### src/rtl/locked_prio_intc.sv
// Key-locked priority interrupt controller: latches masked requests into a pending vector and
// grants them lowest-index first. The granted channel is scrambled unless the loaded key matches.
module locked_prio_intc #(
  parameter int unsigned     NCH    = 9,
  parameter int unsigned     NBUS   = 3,
  parameter int unsigned     KEYW   = 2,
  parameter logic [KEYW-1:0] KEY_OK = 2'b01
) (
  input  logic                                   clk,
  input  logic                                   rst_n,
  input  logic                                   key_load,
  input  logic                                   key_bit,
  input  logic                                   sample,
  input  logic [NBUS*NCH-1:0]                    req,
  input  logic [NCH-1:0]                         chan_en,
  output logic                                   irq_valid,
  output logic [((NBUS > 1) ? $clog2(NBUS) : 1)-1:0] irq_bus,
  output logic [((NCH > 1) ? $clog2(NCH) : 1)-1:0]   irq_chan,
  input  logic                                   irq_ack,
  output logic                                   key_ready,
  output logic [NBUS*NCH-1:0]                    pend
);

  localparam int unsigned NREQ = NBUS * NCH;
  localparam int unsigned BW   = (NBUS > 1) ? $clog2(NBUS) : 1;
  localparam int unsigned CW   = (NCH > 1) ? $clog2(NCH) : 1;
  localparam int unsigned IW   = (NREQ > 1) ? $clog2(NREQ) : 1;
  localparam int unsigned KCW  = $clog2(KEYW + 1);

  typedef enum logic [1:0] {StIdle, StKeyLoad, StArb, StWaitAck} state_e;

  state_e          state_q, state_d;
  logic [NREQ-1:0] pend_q, pend_d;
  logic [KEYW-1:0] key_q, key_d;
  logic [KCW-1:0]  key_cnt_q, key_cnt_d;
  logic            key_ready_q, key_ready_d;
  logic            irq_valid_q, irq_valid_d;
  logic [BW-1:0]   irq_bus_q, irq_bus_d;
  logic [CW-1:0]   irq_chan_q, irq_chan_d;
  logic [IW-1:0]   gnt_idx_q, gnt_idx_d;

  logic [NREQ-1:0] sample_set;
  logic [NREQ-1:0] pend_kept;
  logic            ack_take;
  int              sel_b, sel_c, lock_c;

  // Lowest set index wins: scan high to low so the last hit is the winner.
  always_comb begin
    sel_b = 0;
    sel_c = 0;
    for (int b = int'(NBUS) - 1; b >= 0; b--) begin
      for (int c = int'(NCH) - 1; c >= 0; c--) begin
        if (pend_q[b * int'(NCH) + c]) begin
          sel_b = b;
          sel_c = c;
        end
      end
    end
    lock_c = sel_c;
    if (key_q != KEY_OK) begin
      lock_c = sel_c ^ 1;
      if (lock_c >= int'(NCH)) lock_c = lock_c - int'(NCH);
    end
  end

  always_comb begin
    sample_set = '0;
    if (sample && (state_q != StKeyLoad)) sample_set = req & {NBUS{chan_en}};
    ack_take = (state_q == StWaitAck) && irq_ack && irq_valid_q && !key_load;
    pend_kept = pend_q;
    // Clear before OR so a re-asserted request on the ack edge survives.
    if (ack_take) pend_kept[gnt_idx_q] = 1'b0;
    pend_d = pend_kept | sample_set;
  end

  always_comb begin
    state_d     = state_q;
    key_d       = key_q;
    key_cnt_d   = key_cnt_q;
    key_ready_d = key_ready_q;
    irq_valid_d = irq_valid_q;
    irq_bus_d   = irq_bus_q;
    irq_chan_d  = irq_chan_q;
    gnt_idx_d   = gnt_idx_q;

    if (key_load) begin
      state_d     = StKeyLoad;
      key_d       = (key_q << 1) | KEYW'(key_bit);
      if (key_cnt_q != KCW'(KEYW)) key_cnt_d = key_cnt_q + KCW'(1);
      key_ready_d = (key_cnt_d == KCW'(KEYW));
      // A presented grant is withdrawn; its pending bit is left untouched.
      irq_valid_d = 1'b0;
    end else begin
      unique case (state_q)
        StKeyLoad: state_d = StIdle;
        StIdle: begin
          if ((pend_q != '0) && key_ready_q) state_d = StArb;
        end
        StArb: begin
          if (pend_q != '0) begin
            irq_bus_d   = BW'(sel_b);
            irq_chan_d  = CW'(lock_c);
            gnt_idx_d   = IW'(sel_b * int'(NCH) + lock_c);
            irq_valid_d = 1'b1;
            state_d     = StWaitAck;
          end else begin
            state_d = StIdle;
          end
        end
        StWaitAck: begin
          if (ack_take) begin
            irq_valid_d = 1'b0;
            state_d     = (pend_d != '0) ? StArb : StIdle;
          end
        end
        default: state_d = StIdle;
      endcase
    end
  end

  always_ff @(posedge clk or negedge rst_n) begin
    if (!rst_n) begin
      state_q     <= StIdle;
      pend_q      <= '0;
      key_q       <= '0;
      key_cnt_q   <= '0;
      key_ready_q <= 1'b0;
      irq_valid_q <= 1'b0;
      irq_bus_q   <= '0;
      irq_chan_q  <= '0;
      gnt_idx_q   <= '0;
    end else begin
      state_q     <= state_d;
      pend_q      <= pend_d;
      key_q       <= key_d;
      key_cnt_q   <= key_cnt_d;
      key_ready_q <= key_ready_d;
      irq_valid_q <= irq_valid_d;
      irq_bus_q   <= irq_bus_d;
      irq_chan_q  <= irq_chan_d;
      gnt_idx_q   <= gnt_idx_d;
    end
  end

  assign irq_valid = irq_valid_q;
  assign irq_bus   = irq_bus_q;
  assign irq_chan  = irq_chan_q;
  assign key_ready = key_ready_q;
  assign pend      = pend_q;

endmodule

### config.mk
export PLATFORM = sky130hd
export DESIGN_NAME = locked_prio_intc
export DESIGN_NICKNAME = d
export VERILOG_FILES = /design/src/rtl/locked_prio_intc.sv
export SDC_FILE = /design/constraint.sdc
export NUM_CORES = 1
export LEC_CHECK = 0
export CORE_MARGIN = 5
export CORE_UTILIZATION = 35
export CTS_BUF_LIST = sky130_fd_sc_hd__clkbuf_2
export CTS_CLUSTER_DIAMETER = 60
export CTS_CLUSTER_SIZE = 20
export DETAILED_ROUTE_END_ITERATION = 8
export PLACE_DENSITY = 0.71
export SYNTH_ARGS = -nofsm -noshare
export SYNTH_HDL_FRONTEND = slang
export SYNTH_SLANG_ARGS = --single-unit
### constraint.sdc
create_clock -name clk -period 4.87 [get_ports clk]
set_clock_uncertainty 0.1 [all_clocks]
set_input_delay 0.974 -clock clk [delete_from_list [all_inputs] [get_ports clk]]
set_output_delay 0.974 -clock clk [all_outputs]
set_load 0.03 [all_outputs]
# Yosys cells after proc, flatten, opt, wreduce, memory -nomap -nowiden
# Index checks and enable logic that the tools add are counted.
[totals]
reg_bits = 46
output_inout_bits = 35
[classes]
multipliers = 1
bitwise = 7
n_lt_le_gt_ge = 3
n_eq_ne = 10
reduce_logical = 14
n_addsub = 3
n_mux = 72
[ops]
columns = ["cell", "count"]
rows = [
  ["$mux 32", 51],
  ["$and 27x27->27", 2],
  ["$mux 27", 2],
  ["$reduce_bool 27->1", 2],
  ["$ge 32x5->1 const B", 1],
  ["$mul 32x5->5 const B", 1],
  ["$not 27->27", 1],
  ["$or 27x27->27", 1],
  ["$mux 2", 9],
  ["$mux 5", 2],
  ["$ne 3x3->1 const B", 3],
  ["$pmux 2 s4", 1],
  ["$eq 2x2->1 const B", 3],
  ["$logic_and 1x1->1", 6],
  ["$lt 5x6->1 const B", 1],
  ["$reduce_and 3->1", 2],
  ["$add 5x5->5", 1],
  ["$demux 1 s5", 1],
  ["$ge 5x1->1 const B", 1],
  ["$sub 5x5->5 const B", 1],
  ["$mux 1", 4],
  ["$mux 4", 1],
  ["$ne 2x1->1 const B", 2],
  ["$reduce_bool 3->1", 1],
  ["9 further kinds", 10],
]

# Depth between registers and ports, before layout
# Gate-level depths: netlist (run 1).
[depth]
ltp_word = 32
mapped_depth = 18

# Worst setup path before layout (run 1)
# No wires, ideal clock.
[synth_timing]
path_type = "register to register"
start = "reg pend_q[11] (netlist: pend[11])"
end = "reg gnt_idx_q[4]"
setup_time_ns = 0.128
synth_period_minus_slack_ns = 3.976
path_stages_with_launch = 19
n_path_buf = 0
required_ns = 4.642
t_arrival_ns = 3.748
setup_slack_ns = 0.894
cell_sequence = "dfrtp_1 -> nor4_1 -> o311a_1 -> o41ai_1 -> a221o_1 -> inv_1 -> ha_1 -> inv_1 -> a311o_2 -> nand4_1 -> nand2_1 -> ha_1 -> ha_1 -> ha_1 -> fa_1 -> xnor2_1 -> xnor2_1 -> xnor2_1 -> o21ai_1"
[synth_lines]
columns = ["item", "line_no", "rtl"]
rows = [
  ["start: declaration", "33", "logic [NREQ-1:0] pend_q, pend_d;"],
  ["start signal: assignment", "134", "pend_q <= pend_d;"],
  ["end signal: assignment", "141", "gnt_idx_q <= gnt_idx_d;"],
  ["end: declaration", "40", "logic [IW-1:0] gnt_idx_q, gnt_idx_d;"],
]

==> results of run 1 <==
-- cell type report --
cell class                      instances  area (sq um)
Clock buffer                            6          30.0
Clock inverter                          1          3.75
Fill cell                             741          4050
Inverter                               10          37.5
Multi-Input combinational cell        204          1480
Sequential cell                        45          1130
Tap cell                              102           128
Timing Repair Buffer                   76           756
-- power by group through the flow --
stage | logic [W] | registers [W] | clock network, W
floorplan | 0.000156 | 0.000499 | 0
global placement | 0.000313 | 0.000478 | 0
detailed placement | 0.000316 | 0.000478 | 0
CTS | 0.000317 | 0.000472 | 0.000158
global route | 0.000344 | 0.000482 | 0.000172
finish | 0.000316 | 0.000473 | 0.000154
-- per-stage QoR --
step	worst slack (ns)	utilization	hold WS, ns	cells	area, sq um
6_report	0.585	0.468	0.423	444	3560
5_1_grt	0.306	0.468	0.450	444	3560
4_1_cts	0.609	0.468	0.433	444	3560
3_5_place_dp	0.653	0.463	0.383	437	3520
3_3_place_gp	0.782	0.463	0.381	437	3520
2_1_floorplan	0.894	-	0.353	268	2680
-- state kept, by name, summed over array words and instances, names as in the netlist --
register / count
state_q: 2
key_cnt_q: 2
pend: 27
irq_valid: 1
irq_chan: 4
key_q: 2
irq_bus: 2
gnt_idx_q: 5
-- metal layers --
layer  part of all wire  track usage  vias to the layer above  wire length (microns)
met3              0.065       0.0438                       17                    559
met1               0.43        0.230                     1224                   3660
met2               0.48        0.296                       87                   4110
li1                   -            -                     1177                      -
met4              0.024       0.0564                        0                    209
met5                  0            0                        -                      0
-- kinds of logic after synthesis --
| kind of cell | synth area share |
|---|---|
| buf+inv | 0.0289 |
| flops | 0.420 |
| mux | 0.0252 |
| compound gates | 0.180 |
| xor+xnor | 0.0131 |
| simple gates | 0.278 |
| fa+ha+maj | 0.0542 |
-- cells in the final DEF, fill, tap and decap left out, types with 4 or more instances in the layout --
cell,instances
sky130_fd_sc_hd__clkbuf_2,6
sky130_fd_sc_hd__xnor2_1,4
sky130_fd_sc_hd__nor4_1,13
sky130_fd_sc_hd__and2_1,11
sky130_fd_sc_hd__nand3_1,13
sky130_fd_sc_hd__nand2b_1,6
sky130_fd_sc_hd__mux2_2,4
sky130_fd_sc_hd__nand4_1,10
sky130_fd_sc_hd__dfrtp_1,45
sky130_fd_sc_hd__nor2_1,13
sky130_fd_sc_hd__ha_1,10
sky130_fd_sc_hd__a21oi_1,5
sky130_fd_sc_hd__clkdlybuf4s50_1,75
sky130_fd_sc_hd__nor2b_1,4
sky130_fd_sc_hd__nand2_1,24
sky130_fd_sc_hd__nor3_1,4
sky130_fd_sc_hd__and3_1,10
sky130_fd_sc_hd__inv_1,10
sky130_fd_sc_hd__a22o_1,12
sky130_fd_sc_hd__a221o_1,16
-- worst max-delay path: cells and delay by family, from the launching register on --
kind,cells,cell delay [ns]
AO/OA/AOI/OAI,6,1.36
adder cells (fa/ha/maj),5,1.13
XOR/XNOR,4,0.61
flip-flops,1,0.51
AND/OR/NAND/NOR,1,0.34
buffers and inverters,2,0.15
-- worst paths after layout --
check | startpoint | endpoint | slack, ns | cells past startpoint
worst max-delay path | pend[13] | gnt_idx_q[4] | 0.58 | 18
worst min-delay path | irq_bus[0] | irq_bus[0] | 0.42 | 1
worst max register to register | pend[13] | gnt_idx_q[4] | 0.58 | 18
worst min register to register | irq_bus[0] | irq_bus[0] | 0.42 | 1
max in group asynchronous | rst_n | gnt_idx_q[1] | 3.47 | 1
min in group asynchronous | rst_n | pend[18] | 0.58 | 1
==> results.md, run 1 <==
Status:
- The flow ran to the end, and the final reports show no timing, DRC or antenna violations.

STA:
- For the pin with the worst max-slew slack, the measured transition is 1.00 ns.
- Subtracting the final worst setup slack from the clock period gives 4.29 ns.
- Headroom to the max-slew limit came out at 0.332.
- The number of hold violations in the final report is 0.
- The number of slew-limit violations in the final report is 0.
- Setup violations remaining at the end of the flow were counted as 0.
- In the finished design, the share of the clock period the worst path needs comes to 0.880.
- Based on the critical path, the design can be clocked at up to 233 MHz.
- Setup repair after global routing left no endpoint under its margin.
- For the final routed database, the setup TNS stands at 0 ns.

Hold path:
- The worst hold path class is flip-flop to flip-flop.

Power and ir drop:
- The internal power of the cells totals 0.000590 W.
- The clock network power share is 0.163.
- The completed layout was analyzed and its total power is 0.000943 W.
- The maximum resistive drop on vdd is 0.165 mV.
- The switching share of power is 0.374.
- The reported leakage power is 1.42 nW.
- Summed over all nets, the switching power comes to 0.000353 W.
- The combinational group share of total power is 0.335.
- The share of total power dissipated in sequential elements is 0.502.
- The power density over the cells is 265 mW/mm^2.

Die:
- The die boundary height is 97.5 microns.
- The width of the chip is 97.5 microns.
- The initial core utilization is 0.352.
- The number of core rows is 32.
- Pin placement for this block handled 77 I/O pins.
- The area enclosed by the die boundary is 0.00951 sq mm.
- The floorplan step defined a core boundary enclosing 0.00761 sq mm.

Global route:
- The number of antenna violations at the first check in global routing came to 0.
- Summed over all layers, the global routing overflow is 0.
- The pin count of the biggest net entering global routing is 46.
- Across every metal layer, demand over resource in global routing totals 0.179.
- The wire length of the first global-routing pass is 13700 microns.
- The via count of the first global-routing pass was 2579.

Clock tree:
- The clock drives 45 sinks.
- The worst-skew pair later-pin latency is 0.41 ns.
- In this run the deepest clock path goes through 2 buffers.
- The library cell used as clock root buffer is sky130_fd_sc_hd__clkbuf_2.
- The H-tree generated during clock tree synthesis spans 2 levels.
- The number of buffers added by the clock tree synthesis step is 5.
- Buffers added to address setup during post-CTS repair amount to 0.
- TritonCTS built the clock tree.
- After clock tree synthesis, the flow added hold-fix buffers numbering 0.
- Once the clock tree was built, the resizer swapped 0 gates to a different size.
- The register clock-pin slew on the reported worst setup and hold paths is 0.22 ns.

Layout:
- In the final layout, the share of cells above drive strength 1 is 0.0556.
- The signed area change from the synthesized netlist to the final layout is 32.7%.
- The repair_antennas step left the layout with diodes totalling 0.
- For this run, the post-layout net count is 395.

Detailed routing:
- The pre-antenna-repair detailed-routing pass consisted of 4 iterations.
- The detailed router finished its first iteration with 157 violations.
- The total number of vias is 2505.
- After detailed routing, the number of remaining DRC violations is 0.
- In the final routed layout, each cell accounts on average for 19.2 microns.
- The routed wire length is 8540 microns.
- The number of nets with antenna violations after routing is 0.
- After detailed routing, the number of vias per cell comes to 5.64.

Yosys:
- During synthesis, Yosys emitted a total of 0 warnings.
- The average instance in the mapped netlist occupies 10.0 sq um.
- Counting flops with a built-in enable in the synthesized netlist gives 0.
- Sorting the synthesized cells by area gives the leading types as sky130_fd_sc_hd__dfrtp_1, sky130_fd_sc_hd__a221o_1, sky130_fd_sc_hd__ha_1.
- In the synthesized netlist the dominant register cell turns out to be sky130_fd_sc_hd__dfrtp_1.
- The commonest cells after synthesis are sky130_fd_sc_hd__dfrtp_1, sky130_fd_sc_hd__nand2_1, sky130_fd_sc_hd__a221o_1.
- The sequential area share after synthesis is 0.420.
- The share of flip-flops with an asynchronous set or reset is 1.00.
- After synthesis the netlist holds a flip-flop and latch count of 45.
- The leading cell type by number of instances after synthesis is sky130_fd_sc_hd__dfrtp_1.
- The count of mapped cells out of synthesis is 268.
- The cell area that synthesis handed to floorplanning was 0.00268 sq mm.
- The number of nets in the synthesized netlist is 321.
- The area share of the largest cell type after synthesis is 0.420.
- The biggest area contributor in the post-synthesis netlist is sky130_fd_sc_hd__dfrtp_1.
- The distinct cell type count after synthesis is 53.

Place:
- The routability congestion estimate from global placement is 0.930.
- Input and output buffers added on the ports amount to 76.
- Once detailed placement completed, the half-perimeter wirelength came to 6750 microns.

Run:
- Across the run, the number of max-cap violations was 0.

Setup path:
- The arrival time of the worst setup path is 4.50 ns.
- The worst setup path is captured at a flip-flop.
- Traced cell by cell, the critical path runs through nor4_1 > o311a_1 > o41ai_1 > a221o_1 > inv_1 > ha_1 > inv_1 > a311o_2 > a21boi_1 > xnor2_1 > ha_1 > ha_1 > ha_1 > fa_1 > xnor2_1 > xnor2_1 > xnor2_1 > o21ai_1.
- For the worst setup path, the data required time is 5.08 ns.
- Along the worst path, the maximum fanout reaches 5.
- The cell with the largest stage delay on the worst path is sky130_fd_sc_hd__dfrtp_1.
- The critical path's largest stage delay is 0.51 ns.
- The startpoint-to-endpoint class of the critical path is flip-flop to flip-flop.
- STA classifies the critical path startpoint as a flip-flop.
(Power assumes the default switching activity.)
==> run 2, diff against run 1 <==
- RECOVER_POWER: not set -> 25
==> run 2 against run 1 <==
  * Register-to-register slack about the same
  * Routed wire length is essentially flat
  * Sequential cell count unchanged
  * Total power is essentially flat
  * Final area is essentially flat
  * Critical endpoint unchanged
  * The run now ends with max-capacitance violations, max-slew violations left
  * Largest power group unchanged
  * Utilization about the same
  * Combinational power about the same
==> results.md, run 2 (synthesis gave the netlist of run 1 again) <==
Setup path:
- The flop-to-flop setup slack is 0.58 ns (about the same).
- The worst setup path is captured at a flip-flop.
- The arrival time of the worst setup path is 4.50 ns (about the same).
- The highest fanout seen on the critical path came to 5 (unchanged).
- The number of cells on the worst reg-to-reg path is 18 (unchanged).
- In this run the critical register-to-register path is captured at gnt_idx_q[4].
- The critical path is of the flip-flop to flip-flop type.
- The startpoint identified for the worst register-to-register timing path is pend[13].
- The required time of the critical path is 5.08 ns (about the same).
- The critical path startpoint category is a flip-flop.

Layout:
- The most common cell after layout, fill and taps aside is sky130_fd_sc_hd__clkdlybuf4s50_1.
- The number of diodes came to 0 (unchanged).
- The signed area change from the synthesized netlist to the final layout is 32.7% (about the same).
- In the layout the commonest cells are sky130_fd_sc_hd__clkdlybuf4s50_1, sky130_fd_sc_hd__dfrtp_1, sky130_fd_sc_hd__nand2_1, sky130_fd_sc_hd__a221o_1.
- The flip-flop count of the largest register after layout was 27 (unchanged).
- The total number of nets in the final design is 395 (unchanged).
- The final cell area excluding filler cells is 0.00356 sq mm (about the same).
- The share of layout cells above drive strength 1 is 0.0526 (-0.00292).

Power and ir drop:
- The internal power summed over all cells is 0.000590 W (about the same).
- The combinational group share of total power came to 0.335 (about the same).
- The switching share of power is 0.374 (about the same).
- The net load switching power is 0.000353 W (about the same).
- The power density over the cells is 265 mW/mm^2 (about the same).
- The sequential share of power was 0.502 (about the same).
- The maximum resistive drop on vdd is 0.165 mV (about the same).
- The clock network power share is 0.163 (about the same).
- The reported leakage power was 1.42 nW (-0.19%).

Detailed routing:
- The met3 layer wire length in the routed design is 559 microns (unchanged).
- The routed wire length was 8540 microns (about the same).
- The per-cell via count in the routed design was 5.64 (unchanged).
- The detail-routed net length per standard cell was 19.2 microns (about the same).
- The sum of met2 wire segment lengths after detailed routing is 4110 microns (unchanged).
- The number of DRC markers in iteration 0 is 157 (unchanged).
- The total number of vias is 2505 (unchanged).
- In this run the top signal layer used is met4.
- The number of nets with antenna violations after routing came to 0 (unchanged).
- The routed metal-1 wirelength was 3660 microns (about the same).
- The count of unresolved DRC violations after routing was 0 (unchanged).
- The first-pass iteration count of the detailed router is 4 (unchanged).

Clock tree:
- The library cell used as clock root buffer is sky130_fd_sc_hd__clkbuf_2.
- The register clock-pin slew on the reported worst setup and hold paths is 0.22 ns (about the same).
- The total number of clock tree sinks is 45 (unchanged).
- The number of gates given a new drive strength after cts is 0 (unchanged).
- TritonCTS built the clock tree.
- The worst-case clock buffer depth is 2 (unchanged).
- The number of buffers added by the clock tree synthesis step came to 5 (unchanged).
- The total of hold buffers inserted after clock tree synthesis is 0 (unchanged).
- The post-CTS setup repair buffer count is 0 (unchanged).
- The count of H-tree levels built during CTS is 2 (unchanged).
- The worst-skew pair later-pin latency is 0.41 ns (about the same).

Global route:
- The number of antenna violations at the first check in global routing is 0 (unchanged).
- The overall track demand over capacity in global routing is 0.179 (unchanged).
- The wire length of the first global-routing pass is 13700 microns (unchanged).
- The remaining global-route overflow came to 0 (unchanged).
- The pin count of the biggest net entering global routing came to 46 (unchanged).
- The via count of the first global-routing pass is 2579 (unchanged).

Place:
- The pre-CTS worst setup slack is 0.653 ns (unchanged).
- The routability congestion estimate from global placement is 0.930 (unchanged).
- The estimated wirelength of the detail-placed design is 6750 microns (unchanged).
- The count of buffers inserted at the top-level ports is 76 (unchanged).
- The placed standard-cell area was 0.00352 sq mm (unchanged).

STA:
- The normalized max-slew margin was -0.596 (-0.928).
- The worst setup margin is 0.585 ns (unchanged).
- The time the worst path needs with I/O delays and setup is 4.29 ns (unchanged).
- Setup repair after global routing left no endpoint under its margin.
- The number of hold violations in the final report came to 0 (unchanged).
- The number of slew-limit violations in the final report is 46 (+46).
- The final cycle utilization of the critical path came to 0.880 (unchanged).
- The final-report setup violation count is 0 (unchanged).
- The accumulated negative setup slack came to 0 ns (unchanged).
- The top achievable clock speed was 233 MHz (unchanged).
- The transition time of the tightest slew-check pin is 2.39 ns (+1.39 ns).

Run:
- The number of max-cap violations came to 1 (+1).

Die:
- The top-level I/O count is 77 (unchanged).
- The die boundary height is 97.5 microns (unchanged).
- The area enclosed by the die boundary came to 0.00951 sq mm (unchanged).
- The width of the chip is 97.5 microns (unchanged).
- The floorplan core area was 0.00761 sq mm (unchanged).
- The number of core rows came to 32 (unchanged).
- The initial core utilization came to 0.352 (unchanged).

Hold path:
- The path class of the tightest hold or removal check is flip-flop to flip-flop.
- The hold path startpoint is irq_bus[0].
- The path with the worst hold slack has its endpoint at irq_bus[0].
- The hold-critical path depth is 1 (unchanged).

Status:
- The final reports fail on max-capacitance violations, max-slew violations.
- The run finished, with violations left.
run 2: changes by cell type in the layout (fill, tap and decap cells not counted), sizes merged:
cell / delta
clkbuf: +1
buf: -1
run 2: worst max-delay path, cell delays in order (launching register included):
cell                       delay [ns]
sky130_fd_sc_hd__dfrtp_1         0.51
sky130_fd_sc_hd__nor4_1          0.34
sky130_fd_sc_hd__o311a_1         0.22
sky130_fd_sc_hd__o41ai_1         0.10
sky130_fd_sc_hd__a221o_1         0.40
sky130_fd_sc_hd__inv_1           0.10
sky130_fd_sc_hd__ha_1            0.17
sky130_fd_sc_hd__inv_1           0.05
sky130_fd_sc_hd__a311o_2         0.38
sky130_fd_sc_hd__a21boi_1        0.19
sky130_fd_sc_hd__xnor2_1         0.11
sky130_fd_sc_hd__ha_1            0.19
sky130_fd_sc_hd__ha_1            0.20
sky130_fd_sc_hd__ha_1            0.19
sky130_fd_sc_hd__fa_1            0.38
sky130_fd_sc_hd__xnor2_1         0.20
sky130_fd_sc_hd__xnor2_1         0.15
sky130_fd_sc_hd__xnor2_1         0.15
sky130_fd_sc_hd__o21ai_1         0.07
run 2: cell type report:
type	count	area, sq um
Clock buffer	6	30.0
Clock inverter	1	3.75
Fill cell	742	4050
Inverter	10	37.5
Multi-Input combinational cell	204	1480
Sequential cell	45	1130
Tap cell	102	128
Timing Repair Buffer	76	754
run 2: through the flow:
step	utilization	hold slack [ns]	power (W)	std cells
2_1_floorplan	-	0.353	0.000654	268
3_3_place_gp	0.463	0.381	0.000791	437
3_5_place_dp	0.463	0.383	0.000794	437
4_1_cts	0.468	0.433	0.000947	444
5_1_grt	0.467	0.450	0.000997	444
6_report	0.467	0.423	0.000942	444
run 2: worst max path at each step:
stage                     startpoint           end  cells past startpoint
after floorplan             pend[11]  gnt_idx_q[4]                     18
after global placement      pend[11]  gnt_idx_q[4]                     18
after detailed placement    pend[13]  gnt_idx_q[4]                     18
after CTS                   pend[11]  gnt_idx_q[4]                     18
after global routing        pend[13]  gnt_idx_q[4]                     18
final                       pend[13]  gnt_idx_q[4]                     18
run 2: layer usage:
layer,track usage,vias to the layer above
li1,-,1177
met1,0.230,1224
met2,0.296,87
met3,0.0438,17
met4,0.0564,0
met5,0,-
run 2: power by group through the flow:
stage	sequential, W	clock, W	combinational [W]
2_1_floorplan	0.000499	0	0.000156
3_3_place_gp	0.000478	0	0.000313
3_5_place_dp	0.000478	0	0.000316
4_1_cts	0.000472	0.000158	0.000317
5_1_grt	0.000482	0.000172	0.000343
6_report	0.000474	0.000154	0.000315
==> run 3, diff against run 2 <==
- CORE_ASPECT_RATIO: not set -> 0.7
==> run 3 against run 2 <==
  * The run still ends with max-capacitance violations, max-slew violations left
  * Critical path depth stayed put
  * Register-to-register slack got worse by 0.11 ns
  * Sequential cell count unchanged
  * Routed wire length is 2.0% higher
  * Critical path type unchanged
  * Utilization increased by 1.3 points
  * Die area rose by 0.29%
  * First-iteration DRC count is 41% higher
  * Critical endpoint unchanged
==> results.md, run 3 (synthesis gave the netlist of run 1 again) <==
Setup path:
- The arrival time of the worst setup path is 4.60 ns (+0.10 ns).
- The highest fanout seen on the critical path came to 9 (+4).
- The kind of capture point of the worst setup path is a flip-flop.
- The critical path startpoint category is a flip-flop.
- The worst setup path is of the flip-flop to flip-flop kind.
- The required time of the critical path was 5.08 ns (about the same).

Detailed routing:
- In this run the top signal layer used is met4.
- The sum of met2 wire segment lengths after detailed routing is 3490 microns (-15%).
- The first-pass iteration count of the detailed router is 4 (unchanged).
- The routed wire length is 8710 microns (+2.0%).
- The detail-routed net length per standard cell is 19.8 microns (+3.0%).
- The number of DRC markers in iteration 0 came to 221 (+41%).
- The count of unresolved DRC violations after routing is 0 (unchanged).
- The routed metal-1 wirelength was 4200 microns (+15%).
- The total number of vias is 2575 (+2.8%).
- The number of nets with antenna violations after routing came to 0 (unchanged).
- The per-cell via count in the routed design was 5.85 (+3.7%).
- The met3 layer wire length in the routed design is 973 microns (+74%).

Global route:
- The pin count of the biggest net entering global routing was 46 (unchanged).
- The number of antenna violations at the first check in global routing was 0 (unchanged).
- The via count of the first global-routing pass is 2531 (-1.9%).
- The remaining global-route overflow is 0 (unchanged).
- The overall track demand over capacity in global routing is 0.184 (+0.00484).
- The wire length of the first global-routing pass is 13800 microns (+0.50%).

Clock tree:
- The count of H-tree levels built during CTS came to 2 (unchanged).
- The number of buffers added by the clock tree synthesis step is 5 (unchanged).
- The worst-case clock buffer depth is 2 (unchanged).
- The total number of clock tree sinks came to 45 (unchanged).
- The tree is rooted in a sky130_fd_sc_hd__clkbuf_2.
- The post-CTS setup repair buffer count is 0 (unchanged).
- The register clock-pin slew on the reported worst setup and hold paths is 0.22 ns (about the same).
- The total of hold buffers inserted after clock tree synthesis is 0 (unchanged).
- The TritonCTS clock tree is yes.
- The number of gates given a new drive strength after cts came to 0 (unchanged).
- The worst-skew pair later-pin latency is 0.39 ns (-0.02 ns).

Power and ir drop:
- The maximum resistive drop on vdd is 0.150 mV (-8.9%).
- The power density over the cells is 266 mW/mm^2 (+0.47%).
- The post-layout total power was 0.000946 W (+0.33%).
- The reported leakage power came to 1.42 nW (unchanged).

Die:
- The number of core rows was 26 (-19%).
- The floorplan core area is 0.00738 sq mm (-2.9%).
- The initial core utilization is 0.363 (+0.0106).
- The die boundary height is 83.2 microns (-15%).
- The top-level I/O count came to 77 (unchanged).
- The area enclosed by the die boundary is 0.00954 sq mm (+0.29%).
- The width of the chip is 115 microns (+18%).

STA:
- Setup repair after global routing left no endpoint under its margin.
- The normalized max-slew margin is -0.634 (-0.0378).
- The final cycle utilization of the critical path is 0.902 (+0.0217).
- The final-report setup violation count was 0 (unchanged).
- The number of slew-limit violations in the final report is 46 (unchanged).
- The time the worst path needs with I/O delays and setup is 4.39 ns (+0.106 ns).
- The transition time of the tightest slew-check pin is 2.45 ns (+0.0567 ns).
- The top achievable clock speed came to 228 MHz (-2.4%).
- The accumulated negative setup slack is 0 ns (unchanged).
- The number of hold violations in the final report is 0 (unchanged).

Layout:
- The share of layout cells above drive strength 1 is 0.0526 (unchanged).
- The total number of nets in the final design was 395 (unchanged).
- The signed area change from the synthesized netlist to the final layout is 32.5%.
- The flip-flop count of the largest register after layout is 27 (unchanged).
- The number of diodes is 0 (unchanged).
- In the layout the commonest cells are sky130_fd_sc_hd__clkdlybuf4s50_1, sky130_fd_sc_hd__dfrtp_1, sky130_fd_sc_hd__nand2_1, sky130_fd_sc_hd__a221o_1.
- The non-filler instance count after layout is 440 (-0.90%).
- The most common cell after layout, fill and taps aside is sky130_fd_sc_hd__clkdlybuf4s50_1.

Run:
- The number of max-cap violations is 1 (unchanged).

Status:
- The flow ran to the end, but the final reports show violations.
- The final reports fail on max-capacitance violations, max-slew violations.

Place:
- The estimated wirelength of the detail-placed design is 6990 microns (+3.6%).
- The count of buffers inserted at the top-level ports is 76 (unchanged).
- The number of placed instances with taps included came to 433 (-0.92%).
- The routability congestion estimate from global placement is 0.946 (+1.8%).

Hold path:
- The path class of the tightest hold or removal check is flip-flop to flip-flop.
[run 3: cell counts in the layout (fill, tap and decap cells not counted)]
No cell type changed its count.
[run 3: final timing paths]
check / startpoint / endpoint / slack [ns] / cells after the start
setup / recovery: pend[8] / gnt_idx_q[4] / 0.48 / 18
min in group asynchronous: rst_n / pend[14] / 1.20 / 1
hold / removal: irq_bus[1] / irq_bus[1] / 0.41 / 2
max in group asynchronous: rst_n / irq_bus[1] / 2.11 / 1
setup reg to reg: pend[8] / gnt_idx_q[4] / 0.48 / 18
hold reg to reg: irq_bus[1] / irq_bus[1] / 0.41 / 2
[run 3: metal layers]
| metal | vias up | global-route usage |
|---|---|---|
| li1 | 1192 | - |
| met1 | 1244 | 0.293 |
| met2 | 133 | 0.242 |
| met3 | 6 | 0.0523 |
| met4 | 0 | 0.0334 |
| met5 | - | 0 |
[run 3: worst max-delay path, stage by stage, from the launching register on]
cell,delay [ns]
sky130_fd_sc_hd__dfrtp_1,0.55
sky130_fd_sc_hd__nor4_1,0.40
sky130_fd_sc_hd__o311a_1,0.23
sky130_fd_sc_hd__o41ai_1,0.10
sky130_fd_sc_hd__a221o_1,0.39
sky130_fd_sc_hd__inv_1,0.10
sky130_fd_sc_hd__ha_1,0.16
sky130_fd_sc_hd__inv_1,0.04
sky130_fd_sc_hd__a311o_2,0.38
sky130_fd_sc_hd__nand4_1,0.12
sky130_fd_sc_hd__nand2_1,0.08
sky130_fd_sc_hd__ha_1,0.20
sky130_fd_sc_hd__ha_1,0.27
sky130_fd_sc_hd__ha_1,0.21
sky130_fd_sc_hd__fa_1,0.38
sky130_fd_sc_hd__xnor2_1,0.19
sky130_fd_sc_hd__xnor2_1,0.16
sky130_fd_sc_hd__xnor2_1,0.14
sky130_fd_sc_hd__o21ai_1,0.07
[run 3: metrics by stage]
step	hold WS [ns]	instance area [sq um]	setup WS [ns]	util
2_1_floorplan	0.353	2680	0.894	-
3_3_place_gp	0.371	3520	0.671	0.476
3_5_place_dp	0.374	3520	0.535	0.476
4_1_cts	0.418	3550	0.509	0.481
5_1_grt	0.453	3550	0.188	0.481
6_report	0.413	3550	0.479	0.481
[run 3: layout make-up]
cell class / count / area (sq um)
fillers: 719 / 3830
clock buffers: 6 / 30.0
multi-input cells: 204 / 1480
clock inverters: 1 / 3.75
inverters: 10 / 37.5
repair buffers: 76 / 754
well taps: 98 / 123
flip-flops and latches: 45 / 1130
[run 3: power breakdown]
| part | total [W] | leakage (nW) | internal [W] | switching, W |
|---|---|---|---|---|
| Sequential | 0.000471 | 0.473 | 0.000414 | 0.0000569 |
| Clock | 0.000150 | 0.0265 | 0.0000336 | 0.000116 |
| Combinational | 0.000325 | 0.920 | 0.000143 | 0.000182 |
| Total | 0.000946 | 1.42 | 0.000590 | 0.000355 |
